## src/rtl/pong_pkg.sv

```systemverilog
// pong_pkg: types and screen constants shared by the pong datapath
// (physics, ball_renderer).
//   X_MAX / Y_MAX    screen size in pixels
//   colour_t         3-bit adapter colour
//   coord_x_t/_y_t   on-screen coordinate widths
//   render_state_t   ball_renderer FSM states
package pong_pkg;

  localparam int X_MAX = 320;
  localparam int Y_MAX = 240;

  typedef logic [2:0] colour_t;
  typedef logic [8:0] coord_x_t;
  typedef logic [7:0] coord_y_t;

  typedef enum logic [2:0] {
    ST_CLEAR,
    ST_IDLE,
    ST_ERASE,
    ST_DRAW,
    ST_DONE
  } render_state_t;

endpackage

```

## src/rtl/pixel_scan.sv

```systemverilog
// pixel_scan: 2-D row-major pixel counter.
//   clock, reset      clock / async active-high reset
//   start             hold offsets at (0,0)
//   step              advance one pixel (x inner, y outer), wrapping after the last
//   base_x, base_y    top-left corner of the scanned rectangle
//   width, height     rectangle size in pixels
//   cur_x, cur_y      base + offset, one bit wider than the screen coordinate
//                     so off-screen pixels never wrap back on screen
//   last              current pixel is the bottom-right one
module pixel_scan
  import pong_pkg::*;
(
  input  logic       clock,
  input  logic       reset,
  input  logic       start,
  input  logic       step,
  input  coord_x_t   base_x,
  input  coord_y_t   base_y,
  input  logic [8:0] width,
  input  logic [7:0] height,
  output logic [9:0] cur_x,
  output logic [8:0] cur_y,
  output logic       last
);

  logic [8:0] off_x;
  logic [7:0] off_y;
  logic       last_col;
  logic       last_row;

  assign last_col = (off_x == width - 9'd1);
  assign last_row = (off_y == height - 8'd1);
  assign last     = last_col && last_row;

  assign cur_x = {1'b0, base_x} + {1'b0, off_x};
  assign cur_y = {1'b0, base_y} + {1'b0, off_y};

  // Wrapping to (0,0) after the last pixel lets back-to-back scans
  // (ERASE then DRAW) start cleanly without an explicit restart.
  always_ff @(posedge clock or posedge reset) begin
    if (reset) begin
      off_x <= '0;
      off_y <= '0;
    end else if (start) begin
      off_x <= '0;
      off_y <= '0;
    end else if (step) begin
      if (last_col) begin
        off_x <= '0;
        off_y <= last_row ? 8'd0 : off_y + 8'd1;
      end else begin
        off_x <= off_x + 9'd1;
      end
    end
  end

endmodule

```

## src/rtl/ball_renderer.sv

```systemverilog
// ball_renderer: draws the ball square into the VGA frame buffer, one pixel
// per clock. Clears the screen after reset, then for each update erases the
// previous square and draws the new one.
//   clock, reset        clock / async active-high reset
//   x_in, y_in, update  new ball top-left position and its one-cycle strobe
//   busy                clearing, erasing or drawing
//   done                one-cycle pulse when a draw completes
//   vga_x, vga_y,
//   vga_colour, plot    pixel write port to the VGA adapter
//
// state    | meaning
// CLEAR    | sweep whole screen in background colour
// IDLE     | wait for update
// ERASE    | paint old square in background colour
// DRAW     | paint new square in ball colour
// DONE     | pulse done, new -> old, start pending update if any
module ball_renderer
  import pong_pkg::*;
#(
  parameter int      BALL_SIZE   = 4,
  parameter int      X_MAX       = pong_pkg::X_MAX,
  parameter int      Y_MAX       = pong_pkg::Y_MAX,
  parameter colour_t BG_COLOUR   = 3'b000,
  parameter colour_t BALL_COLOUR = 3'b111
) (
  input  logic     clock,
  input  logic     reset,
  input  coord_x_t x_in,
  input  coord_y_t y_in,
  input  logic     update,
  output logic     busy,
  output logic     done,
  output coord_x_t vga_x,
  output coord_y_t vga_y,
  output colour_t  vga_colour,
  output logic     plot
);

  localparam logic [8:0] CLR_W  = X_MAX[8:0];
  localparam logic [7:0] CLR_H  = Y_MAX[7:0];
  localparam logic [8:0] BALL_W = BALL_SIZE[8:0];
  localparam logic [7:0] BALL_H = BALL_SIZE[7:0];
  localparam logic [9:0] X_LIM  = X_MAX[9:0];
  localparam logic [8:0] Y_LIM  = Y_MAX[8:0];

  render_state_t state;
  coord_x_t      new_x, old_x, pend_x;
  coord_y_t      new_y, old_y, pend_y;
  logic          old_valid, pend_valid;

  logic          scanning;
  coord_x_t      base_x;
  coord_y_t      base_y;
  logic [8:0]    scan_w;
  logic [7:0]    scan_h;
  logic [9:0]    cur_x;
  logic [8:0]    cur_y;
  logic          scan_last;

  // An update arriving on the very cycle a pending slot is consumed wins
  // over the older pending value.
  logic          take;
  coord_x_t      take_x;
  coord_y_t      take_y;

  assign scanning = (state == ST_CLEAR) || (state == ST_ERASE) || (state == ST_DRAW);
  assign take     = update || pend_valid;
  assign take_x   = update ? x_in : pend_x;
  assign take_y   = update ? y_in : pend_y;

  always_comb begin
    base_x = '0;
    base_y = '0;
    scan_w = BALL_W;
    scan_h = BALL_H;
    case (state)
      ST_CLEAR: begin
        scan_w = CLR_W;
        scan_h = CLR_H;
      end
      ST_ERASE: begin
        base_x = old_x;
        base_y = old_y;
      end
      ST_DRAW: begin
        base_x = new_x;
        base_y = new_y;
      end
      default: ;
    endcase
  end

  pixel_scan u_scan (
    .clock  (clock),
    .reset  (reset),
    .start  (!scanning),
    .step   (scanning),
    .base_x (base_x),
    .base_y (base_y),
    .width  (scan_w),
    .height (scan_h),
    .cur_x  (cur_x),
    .cur_y  (cur_y),
    .last   (scan_last)
  );

  always_ff @(posedge clock or posedge reset) begin
    if (reset) begin
      state      <= ST_CLEAR;
      busy       <= 1'b1;
      done       <= 1'b0;
      plot       <= 1'b0;
      vga_x      <= '0;
      vga_y      <= '0;
      vga_colour <= BG_COLOUR;
      new_x      <= '0;
      new_y      <= '0;
      old_x      <= '0;
      old_y      <= '0;
      pend_x     <= '0;
      pend_y     <= '0;
      old_valid  <= 1'b0;
      pend_valid <= 1'b0;
    end else begin
      // busy follows the state one cycle late so it spans exactly the
      // cycles on which registered pixels are presented.
      busy <= (state != ST_IDLE);
      done <= (state == ST_DONE);
      plot <= scanning && (cur_x < X_LIM) && (cur_y < Y_LIM);
      if (scanning) begin
        vga_x      <= cur_x[8:0];
        vga_y      <= cur_y[7:0];
        vga_colour <= (state == ST_DRAW) ? BALL_COLOUR : BG_COLOUR;
      end

      if (update && state != ST_IDLE) begin
        pend_x     <= x_in;
        pend_y     <= y_in;
        pend_valid <= 1'b1;
      end

      case (state)
        ST_CLEAR: begin
          if (scan_last) begin
            if (take) begin
              new_x      <= take_x;
              new_y      <= take_y;
              pend_valid <= 1'b0;
              state      <= ST_DRAW;
            end else begin
              state <= ST_IDLE;
            end
          end
        end
        ST_IDLE: begin
          if (update) begin
            new_x <= x_in;
            new_y <= y_in;
            state <= old_valid ? ST_ERASE : ST_DRAW;
          end
        end
        ST_ERASE: if (scan_last) state <= ST_DRAW;
        ST_DRAW:  if (scan_last) state <= ST_DONE;
        ST_DONE: begin
          old_x     <= new_x;
          old_y     <= new_y;
          old_valid <= 1'b1;
          if (take) begin
            new_x      <= take_x;
            new_y      <= take_y;
            pend_valid <= 1'b0;
            state      <= ST_ERASE;
          end else begin
            state <= ST_IDLE;
          end
        end
        default: state <= ST_CLEAR;
      endcase
    end
  end

endmodule

```

## config.mk

```make
export PLATFORM = sky130hd
export DESIGN_NAME = ball_renderer
export DESIGN_NICKNAME = d
export VERILOG_FILES = /design/src/rtl/pong_pkg.sv /design/src/rtl/pixel_scan.sv /design/src/rtl/ball_renderer.sv
export SDC_FILE = /design/constraint.sdc
export NUM_CORES = 1
export LEC_CHECK = 0
export CAP_MARGIN = 40
export CORE_ASPECT_RATIO = 0.6
export CORE_UTILIZATION = 40
export CTS_CLUSTER_SIZE = 12
export DETAILED_ROUTE_END_ITERATION = 7
export GPL_ROUTABILITY_DRIVEN = 0
export GPL_TIMING_DRIVEN = 1
export PLACE_DENSITY = 0.71
export RECOVER_POWER = 100
export SYNTH_ARGS = -nofsm -noshare
export SYNTH_HDL_FRONTEND = slang
export SYNTH_SLANG_ARGS = --single-unit
```

## constraint.sdc

```tcl
create_clock -name clock -period 3.1 [get_ports clock]
set_clock_uncertainty 0.15 [all_clocks]
set_input_delay 0.31 -clock clock [delete_from_list [all_inputs] [get_ports clock]]
set_output_delay 0.31 -clock clock [all_outputs]
set_load 0.02 [all_outputs]
```

==> results of run 1 <==
where the power goes:
part | internal, mW | leakage (nW) | switching, mW | total [mW]
clock network | 0.736 | 0.161 | 0.481 | 1.22
logic | 1.01 | 1.37 | 1.25 | 2.26
registers | 1.55 | 1.19 | 0.232 | 1.79
total | 3.30 | 2.72 | 1.96 | 5.26
cells in the final DEF, fill, tap and decap left out, types with 15 or more instances in the layout:
master,n
dlygate4sd3_1,24
mux2_2,35
nand2_1,50
ha_1,17
a22o_1,15
nor2_1,28
a21oi_1,17
clkdlybuf4s50_1,18
dfrtp_1,92
buf_4,16
mux2i_1,17
o21ai_0,42
metal layers:
layer	share of wire (%)	GRT usage (%)
met1	49	24.21
met2	45	28.19
met3	4.9	4.427
met4	1.0	6.124
met5	0	0
through the flow:
step	worst slack [ns]	cells	power, mW	utilization, %	TNS (ns)
6_report	0.1288	687	5.264	49.65	0
5_1_grt	-0.01446	687	5.606	49.65	-0.01446
4_1_cts	-0.06217	682	5.304	49.62	-0.06217
3_5_place_dp	-0.08941	665	4.047	46.73	-0.1128
3_3_place_gp	0.1146	665	3.964	46.73	0
2_1_floorplan	0.02494	461	3.286	-	0
registers in the layout (all words and copies together), names as in the netlist:
name          count
pend_x            9
new_y             8
vga_colour        1
pend_y            8
busy              1
u_scan.off_y      8
plot              1
u_scan.off_x      9
state             3
pend_valid        1
old_valid         1
vga_y             8
done              1
old_x             9
old_y             8
new_x             9
vga_x             9
cells by family after synthesis:
group           Yosys count
flops                    94
xor+xnor                 20
simple gates            126
buf+inv                  33
mux                      52
compound gates          115
fa+ha+maj                21
final timing paths:
path | from | to | slack (ns) | depth (start not counted)
setup / recovery | state[0] | vga_x[8] | 0.13 | 11
hold reg to reg | vga_y[7] | vga_y[7] | 0.32 | 2
setup reg to reg | state[0] | vga_x[8] | 0.13 | 11
hold / removal | vga_y[7] | vga_y[7] | 0.32 | 2
max in group asynchronous | reset | u_scan.off_y[1] | 0.54 | 3
min in group asynchronous | reset | u_scan.off_x[4] | 0.75 | 2
final cells by class:
type / instances / area (µm²) / area share [%]
tap: 165 / 206.4 / 3.447
timing repair buffer: 65 / 594.3 / 9.923
clock buffer: 10 / 239.0 / 3.990
clock inverter: 6 / 92.59 / 1.546
sequential: 94 / 2355 / 39.31
inverter: 13 / 50.05 / 0.8356
multi-input combinational: 334 / 2452 / 40.94
critical path: cells and delay by family (launching register included):
family / cells / cell delay [ns]
flip-flops: 1 / 0.43
buffers and inverters: 1 / 0.15
adder cells (fa/ha/maj): 1 / 0.35
AO/OA/AOI/OAI: 4 / 0.97
AND/OR/NAND/NOR: 3 / 0.35
XOR/XNOR: 1 / 0.18
multiplexers: 1 / 0.27
what timing repair did:
item,4_1_cts,5_1_grt
endpoints found under the setup margin,2,4
endpoints found under the hold margin,0,0
resized for setup,2,21
pin swaps,2,10
cloned,0,0
buffers inserted,1,5
==> results.md, run 1 <==
- Outcome: complete, but fails checks
- Violated checks: max-capacitance violations, max-slew violations
- Yosys top cell by area: dfrtp_1
- Antenna violations before repair: 0
- CTS buffer count: 9
- CP Capture Type: flip-flop
- 1st-iter DRT viols: 185
- Post-Synth Adder-Cell Area: 5.612%
- Synth warn: 0
- Final instance area: 0.005989 mm²
- Synth unique cells: 61
- # hold bufs at CTS: 0
- Area growth syn-to-layout: 21.01%
- Worst EP required: 3.18 ns
- Routed len/inst: 15.70 µm
- IO buf count: 42
- Clock insertion delay at the later pin of the skew report: 0.35 ns
- Crit path DAT: 3.05 ns
- Slew Limit Fails: 45
- Maximum number of pins on one net before global-route repair: 45
- Count leader, synth: dfrtp_1
- Vias in the first global route: 3576
- Tcrit/Tclk final: 95.84%
- # IOs: 43
- # diodes: 0
- EDFF count, synth: 0
- Post-Synth XOR/XNOR Area: 3.539%
- Top-area cell type share of the netlist area: 47.02%
- Post-synthesis register bit count: 94
- Worst Tran Pin Value: 1.902 ns
- Main synth FF type: dfrtp_1
- Sequential fraction of the synthesis area: 47.55%
- Synth top area cells: dfrtp_1 47%, mux2_2 8.0%, ha_1 4.8%
- Fillers: 1091
- First-pass iteration count of the detailed router: 5
- DP Area: 0.005637 mm²
- Post-Syn Instances: 461
- Worst-path maximum fanout: 6
- Root Driver: clkbuf_16
- Detailed Route WL: 10780 µm
- P per Cell Area: 878.9 mW/mm²
- Achievable frequency: 0.3366 GHz
- Synth Cell Area: 0.004950 mm²
- Width of the die: 145.6 µm
- Die area: 0.01284 mm²
- Compound-Gate Fraction of Synth Area: 15.90%
- Clock transition at path regs: 0.07 ns
- Main combinational cell family by area after synthesis: compound AO/OA/AOI/OAI gates
- GRT overflow: 0
- Core box area: 0.01206 mm²
- # clock sinks: 94
- Vias/cell: 5.336
- Maxcap violations: 1
- Leakage power: 2.724 nW
- List of most frequent post-synthesis cells: 93 x dfrtp_1, 50 x nand2_1, 35 x mux2_2
- Mux contribution to synthesized area: 11.40%
- First-pass GRT wire length: 17750 µm
- CP peak stage delay: 0.43 ns
- CP max-delay cell: dfrtp_1
- Setup violations, final: 0
- Ys async rst share: 100.0%
- FP Rows: 31
- Detailed placer's ending HPWL: 7916 µm
- Crit path kind: reg2reg
- Fin crit period: 2.971 ns
- VDD IR max: 0.0004254 V
- DIE HEIGHT: 88.17 µm
- Nets: 558
- H-tree levels: 3
- Initial Util: 41.03%
- Startpoint class of the critical path: flip-flop
- Max clock buf depth: 2
- CP cell instances: nand2_2 -> nor2_4 -> buf_4 -> a22o_1 -> ha_1 -> nor2b_4 -> o31a_1 -> o311ai_2 -> a21oi_1 -> xor2_1 -> mux2_2
- Average size of a mapped cell: 10.74 µm²
- Layout cells sized above 1: 19.73%
- Via count: 3666
- Worst min-delay path class: reg2reg
- All-Layer GR Usage: 17.84%
- Fin Hold WS: 0.3218 ns
- Simple-gate share of the synthesized area: 12.61%
- Post-synth net total: 502
- Detail Route Antenna Nets: 0
- Worst slew margin: -27.51%
- Hold Violations, Final: 0
- CTS tree: done
- # DRC: 0
No activity file was read; power rests on OpenSTA's default activity.
==> run 2, diff against run 1 <==
--- a/config.mk
+++ b/config.mk
@@ -14,6 +14,7 @@
 export GPL_TIMING_DRIVEN = 1
 export PLACE_DENSITY = 0.71
 export RECOVER_POWER = 100
+export REMOVE_ABC_BUFFERS = 1
 export SYNTH_ARGS = -nofsm -noshare
 export SYNTH_HDL_FRONTEND = slang
 export SYNTH_SLANG_ARGS = --single-unit
==> results.md, run 2 (same netlist as run 1, synthesis figures left out) <==
- Register area: 0.002354 mm² (was 0.002355 mm²)
- Switching Fraction: 37.36% (was 37.31%)
- # diodes: 0 (unchanged)
- Layout cells sized above 1: 22.22% (was 19.73%)
- Worst EP required: 3.21 ns (was 3.18 ns)
- Hold depth: 2 (unchanged)
- Hold Violations, Final: 0 (unchanged)
- CP cell instances: inv_2 -> nand2_4 -> nor2_4 -> a22o_1 -> ha_2 -> inv_1 -> fa_2 -> nor2b_2 -> o31a_1 -> buf_4 -> nand4_1 -> a211oi_2 -> a31oi_1 -> a311oi_2 (was nand2_2 -> nor2_4 -> buf_4 -> a22o_1 -> ha_1 -> nor2b_4 -> o31a_1 -> o311ai_2 -> a21oi_1 -> xor2_1 -> mux2_2)
- R2R Setup Slk: 0.11 ns (was 0.13 ns)
- Vias/cell: 5.204 (was 5.336)
- Routed len/inst: 15.58 µm (was 15.70 µm)
- Maxcap violations: 1 (unchanged)
- Tcrit/Tclk final: 96.57% (was 95.84%)
- Antenna violations before repair: 0 (unchanged)
- Clock insertion delay at the later pin of the skew report: 0.35 ns (about the same)
- First-pass iteration count of the detailed router: 4 (was 5)
- Reg2reg start: state[2] (was state[0])
- All-Layer GR Usage: 17.96% (was 17.84%)
- Root Driver: clkbuf_16 (unchanged)
- CTS tree: done (unchanged)
- GRT Max-Usage Layer: met2 (unchanged)
- FF-to-FF End: plot (was vga_x[8])
- Crit path DAT: 3.10 ns (was 3.05 ns)
- 1st-iter DRT viols: 241 (was 185)
- Worst-path maximum fanout: 4 (was 6)
- # hold bufs at CTS: 0 (unchanged)
- First-pass GRT wire length: 17560 µm (was 17750 µm)
- Slew Limit Fails: 48 (was 45)
- Leakage power: 2.770 nW (was 2.724 nW)
- Fillers: 1064 (was 1091)
- CTS buffer count: 9 (unchanged)
- Area growth syn-to-layout: 23.81% (was 21.01%)
- Routing usage on met3: 4.896% (was 4.427%)
- Core box area: 0.01206 mm² (unchanged)
- Outcome: complete, but fails checks (unchanged)
- Psw: 2.037 mW (was 1.964 mW)
- Clk pwr share: 24.0% (was 23.1%)
- Detailed placer's ending HPWL: 7746 µm (was 7916 µm)
- FP Rows: 31 (unchanged)
- GRT overflow: 0 (unchanged)
- Clock transition at path regs: 0.07 ns (about the same)
- CP Buf/Inv Count: 3 (was 1)
- P per Cell Area: 889.5 mW/mm² (was 878.9 mW/mm²)
- Hold Path End: vga_x[6] (was vga_y[7])
- Top delay family on crit path: compound AO/OA/AOI/OAI gates (unchanged)
- Via count: 3575 (was 3666)
- Maximum number of pins on one net before global-route repair: 48 (was 45)
- Die area: 0.01284 mm² (unchanged)
- IO buf count: 42 (unchanged)
- CP peak stage delay: 0.42 ns (was 0.43 ns)
- CP max-delay cell: dfrtp_1 (unchanged)
- Worst Tran Pin Value: 1.995 ns (was 1.902 ns)
- Detail Route Antenna Nets: 0 (unchanged)
- DIE HEIGHT: 88.17 µm (unchanged)
- Detailed Route WL: 10700 µm (was 10780 µm)
- Pint: 3.414 mW (was 3.300 mW)
- CP Capture Type: flip-flop (unchanged)
- Crit path kind: reg2reg (unchanged)
- Grt met2 use: 26.44% (was 28.19%)
- # clock sinks: 94 (unchanged)
- Multi-input logic area: 0.002525 mm² (was 0.002452 mm²)
- Nets: 558 (unchanged)
- Worst slew margin: -33.76% (was -27.51%)
- Setup violations, final: 0 (unchanged)
- Vias in the first global route: 3345 (was 3576)
- # IOs: 43 (unchanged)
- Max clock buf depth: 2 (unchanged)
- Fin crit period: 2.994 ns (was 2.971 ns)
- Initial Util: 41.03% (unchanged)
- VDD IR max: 0.0003162 V (was 0.0004254 V)
- Achievable frequency: 0.3340 GHz (was 0.3366 GHz)
- Commonest non-fill, non-tap cell in the layout: dfrtp_1 (unchanged)
- Commonest non-fill, non-tap cells in the layout: 93 x dfrtp_1, 50 x nand2_1, 35 x mux2_2 (was 92 x dfrtp_1, 50 x nand2_1, 42 x o21ai_0)
- Hold Path Origin: vga_x[6] (was vga_y[7])
- Sequential fraction of design power: 33.2% (was 33.9%)
- Worst r2r path cells: 14 (was 11)
- Comb pwr share: 42.8% (was 43.0%)
- Startpoint class of the critical path: flip-flop (unchanged)
- Width of the die: 145.6 µm (unchanged)
- Met1 GRT Util: 26.19% (was 24.21%)
- H-tree levels: 3 (unchanged)
- Worst min-delay path class: reg2reg (unchanged)
- # DRC: 0 (unchanged)
- Fin Hold WS: 0.3235 ns (was 0.3218 ns)
- Violated checks: max-capacitance violations, max-slew violations (unchanged)
- Pwr Total: 5.451 mW (was 5.264 mW)
[run 2: changes by cell type in the layout (fill, tap and decap cells not counted), sizes merged]
cell / previous run / this run
buf: 19 / 23
bufinv: 2 / 3
clkbuf: 14 / 9
clkinv: 1 / 2
clkinvlp: 2 / 1
[run 2: worst max-delay path by stage]
stage               slack (ns)  cells after the start     start       end
finish                    0.11                     14  state[2]      plot
detailed placement       -0.03                     14  state[2]  vga_x[8]
floorplan                -0.62                     11  state[1]      plot
global placement          0.12                     12  state[2]      plot
global route             -0.03                     14  state[2]      plot
CTS                      0.009                     12  state[2]      plot
[run 2: what timing repair did]
action                                  CTS  global route
gates resized for setup                   1            23
pin swaps                                 0             8
cloned                                    0             0
setup buffers                             0             6
endpoints found under the setup margin    2             6
[run 2: power groups by stage]
| stage | clock network (mW) | logic [mW] | registers [mW] |
|---|---|---|---|
| 6_report | 1.31 | 2.33 | 1.81 |
| 5_1_grt | 1.39 | 2.57 | 1.86 |
| 4_1_cts | 1.34 | 2.20 | 1.81 |
| 3_5_place_dp | 0 | 2.19 | 1.83 |
| 3_3_place_gp | 0 | 2.12 | 1.81 |
| 2_1_floorplan | 0 | 1.30 | 1.92 |
[run 2: area by class of cell]
class                      count  share of cell area [%]
clock buffer                   9                   3.675
clock inverter                 7                   2.123
inverter                      13                  0.8167
multi-input combinational    334                   41.20
sequential                    94                   38.40
tap                          165                   3.369
timing repair buffer          65                   10.41
[run 2: worst reg2reg max path: cells and delay by family (launching register included)]
kind,cells,cell delay [ns]
compound gates,5,1.02
fa+ha+maj,2,0.55
simple gates,4,0.48
flops,1,0.42
buf+inv,3,0.31
[run 2: through the flow]
| step | setup WS (ns) | cells | setup TNS [ns] | utilization, % | instance area, µm² |
|---|---|---|---|---|---|
| floorplan | -0.6178 | 441 | -2.212 | - | 4831 |
| global placement | 0.1174 | 665 | 0 | 46.52 | 5612 |
| detailed placement | -0.03045 | 665 | -0.05710 | 46.52 | 5612 |
| CTS | 0.009289 | 681 | 0 | 49.49 | 5969 |
| global route | -0.03030 | 687 | -0.04335 | 50.80 | 6128 |
| finish | 0.1063 | 687 | 0 | 50.80 | 6128 |
[run 2: metal layers]
layer,up-vias,wire (µm)
met2,84,4514
met4,0,102
li1,1776,-
met3,10,568
met1,1705,5519
met5,-,0
==> RTL edit (settings of run 2) <==
Re-encode `render_state_t` (5 states) as one-hot, 5 bits wide.
--- a/src/rtl/pong_pkg.sv
+++ b/src/rtl/pong_pkg.sv
@@ -13,12 +13,12 @@
   typedef logic [8:0] coord_x_t;
   typedef logic [7:0] coord_y_t;
 
-  typedef enum logic [2:0] {
-    ST_CLEAR,
-    ST_IDLE,
-    ST_ERASE,
-    ST_DRAW,
-    ST_DONE
+  typedef enum logic [4:0] {
+    ST_CLEAR = 5'b00001,
+    ST_IDLE  = 5'b00010,
+    ST_ERASE = 5'b00100,
+    ST_DRAW  = 5'b01000,
+    ST_DONE  = 5'b10000
   } render_state_t;
 
 endpackage
Behaviour: no difference found for any inputs over 10 cycles, from zero or initial values and one cycle with reset high; not proved beyond that.
==> RTL edit against run 2 <==
The flow still finishes with violations (max-capacitance violations, max-slew violations); total power is 20% lower; design area is 3.2% higher; sequential cell count is 2 higher; global-route usage is 1.5 points higher; worst setup slack worse by 0.093 ns; area after synthesis is 3.1% higher; wire length is 11% higher; largest power group is now sequential cells.
==> RTL edit: results <==
metrics = {
    "timing": {
        "hold-worst-slack_ns": 0.327,
        "slew_viol_final": 97,
        "min_period_ns": 3.09,
        "slew_headroom_pct": -38.7,
    },
    "worst_setup_path": {
        "max_stage_delay_ns": 0.54,
        "arrival_ns": 3.23,
        "timing.rr.start": "state[0]",
    },
    "outcome": {
        "violations": "max-capacitance violations, max-slew violations",
        "status": "complete, but fails checks",
    },
    "cells_and_area": {
        "multi_input_cells": 357,
        "nNetsFinal": 596,
    },
    "synthesis": {
        "synth_cell_types": 60,
        "synthAdderAreaFrac_pct": 5.45,
    },
    "flow_run": {
        "cap_violations": 1,
    },
    "place": {
        "dpl.cell_count": 703,
        "place_ws_ns": -0.223,
        "dp_hpwl_um": 8460,
    },
    "min_path": {
        "hold_end": "vga_x[3]",
        "min-delay-start": "vga_x[3]",
    },
    "grt": {
        "grt_pass1_vias": 3841,
        "use_met1_pct": 26.7,
        "grt_use_met2_pct": 30.0,
    },
    "route": {
        "dr_wl_met3_um": 664,
        "wl_per_cell_um": 16.3,
    },
    "power_and_ir_drop": {
        "ir_drop_uv": 328,
    },
    "clock_network": {
        "cts_resized": 11,
    },
}
==> RTL edit: cell types whose count changed in the layout (fill, tap and decap cells not counted), sizes merged, moves of 4 or more <==
cell | run 2 | this run
a21oi | 19 | 15
buf | 23 | 38
clkbuf | 9 | 13
inv | 14 | 8
mux2 | 35 | 55
mux2i | 17 | 0
nand2 | 51 | 79
nand2b | 3 | 7
nor2b | 3 | 7
o21a | 4 | 0
o21ai | 45 | 33
o31ai | 1 | 5
xnor2 | 8 | 12
==> RTL edit: cells by family (layout without fill, tap and decap cells) <==
family | after synthesis | count (layout)
xor+xnor | 23 | 23
buf+inv | 30 | 107
flops | 96 | 96
fa+ha+maj | 21 | 21
simple gates | 159 | 159
compound gates | 99 | 99
mux | 55 | 55
==> RTL edit: power breakdown <==
group,leakage (nW),internal [mW],total [mW],switching (mW)
Sequential,1.24,1.52,1.73,0.210
Clock,0.140,0.572,1.07,0.500
Combinational,1.47,0.686,1.55,0.861
Total,2.85,2.78,4.35,1.57
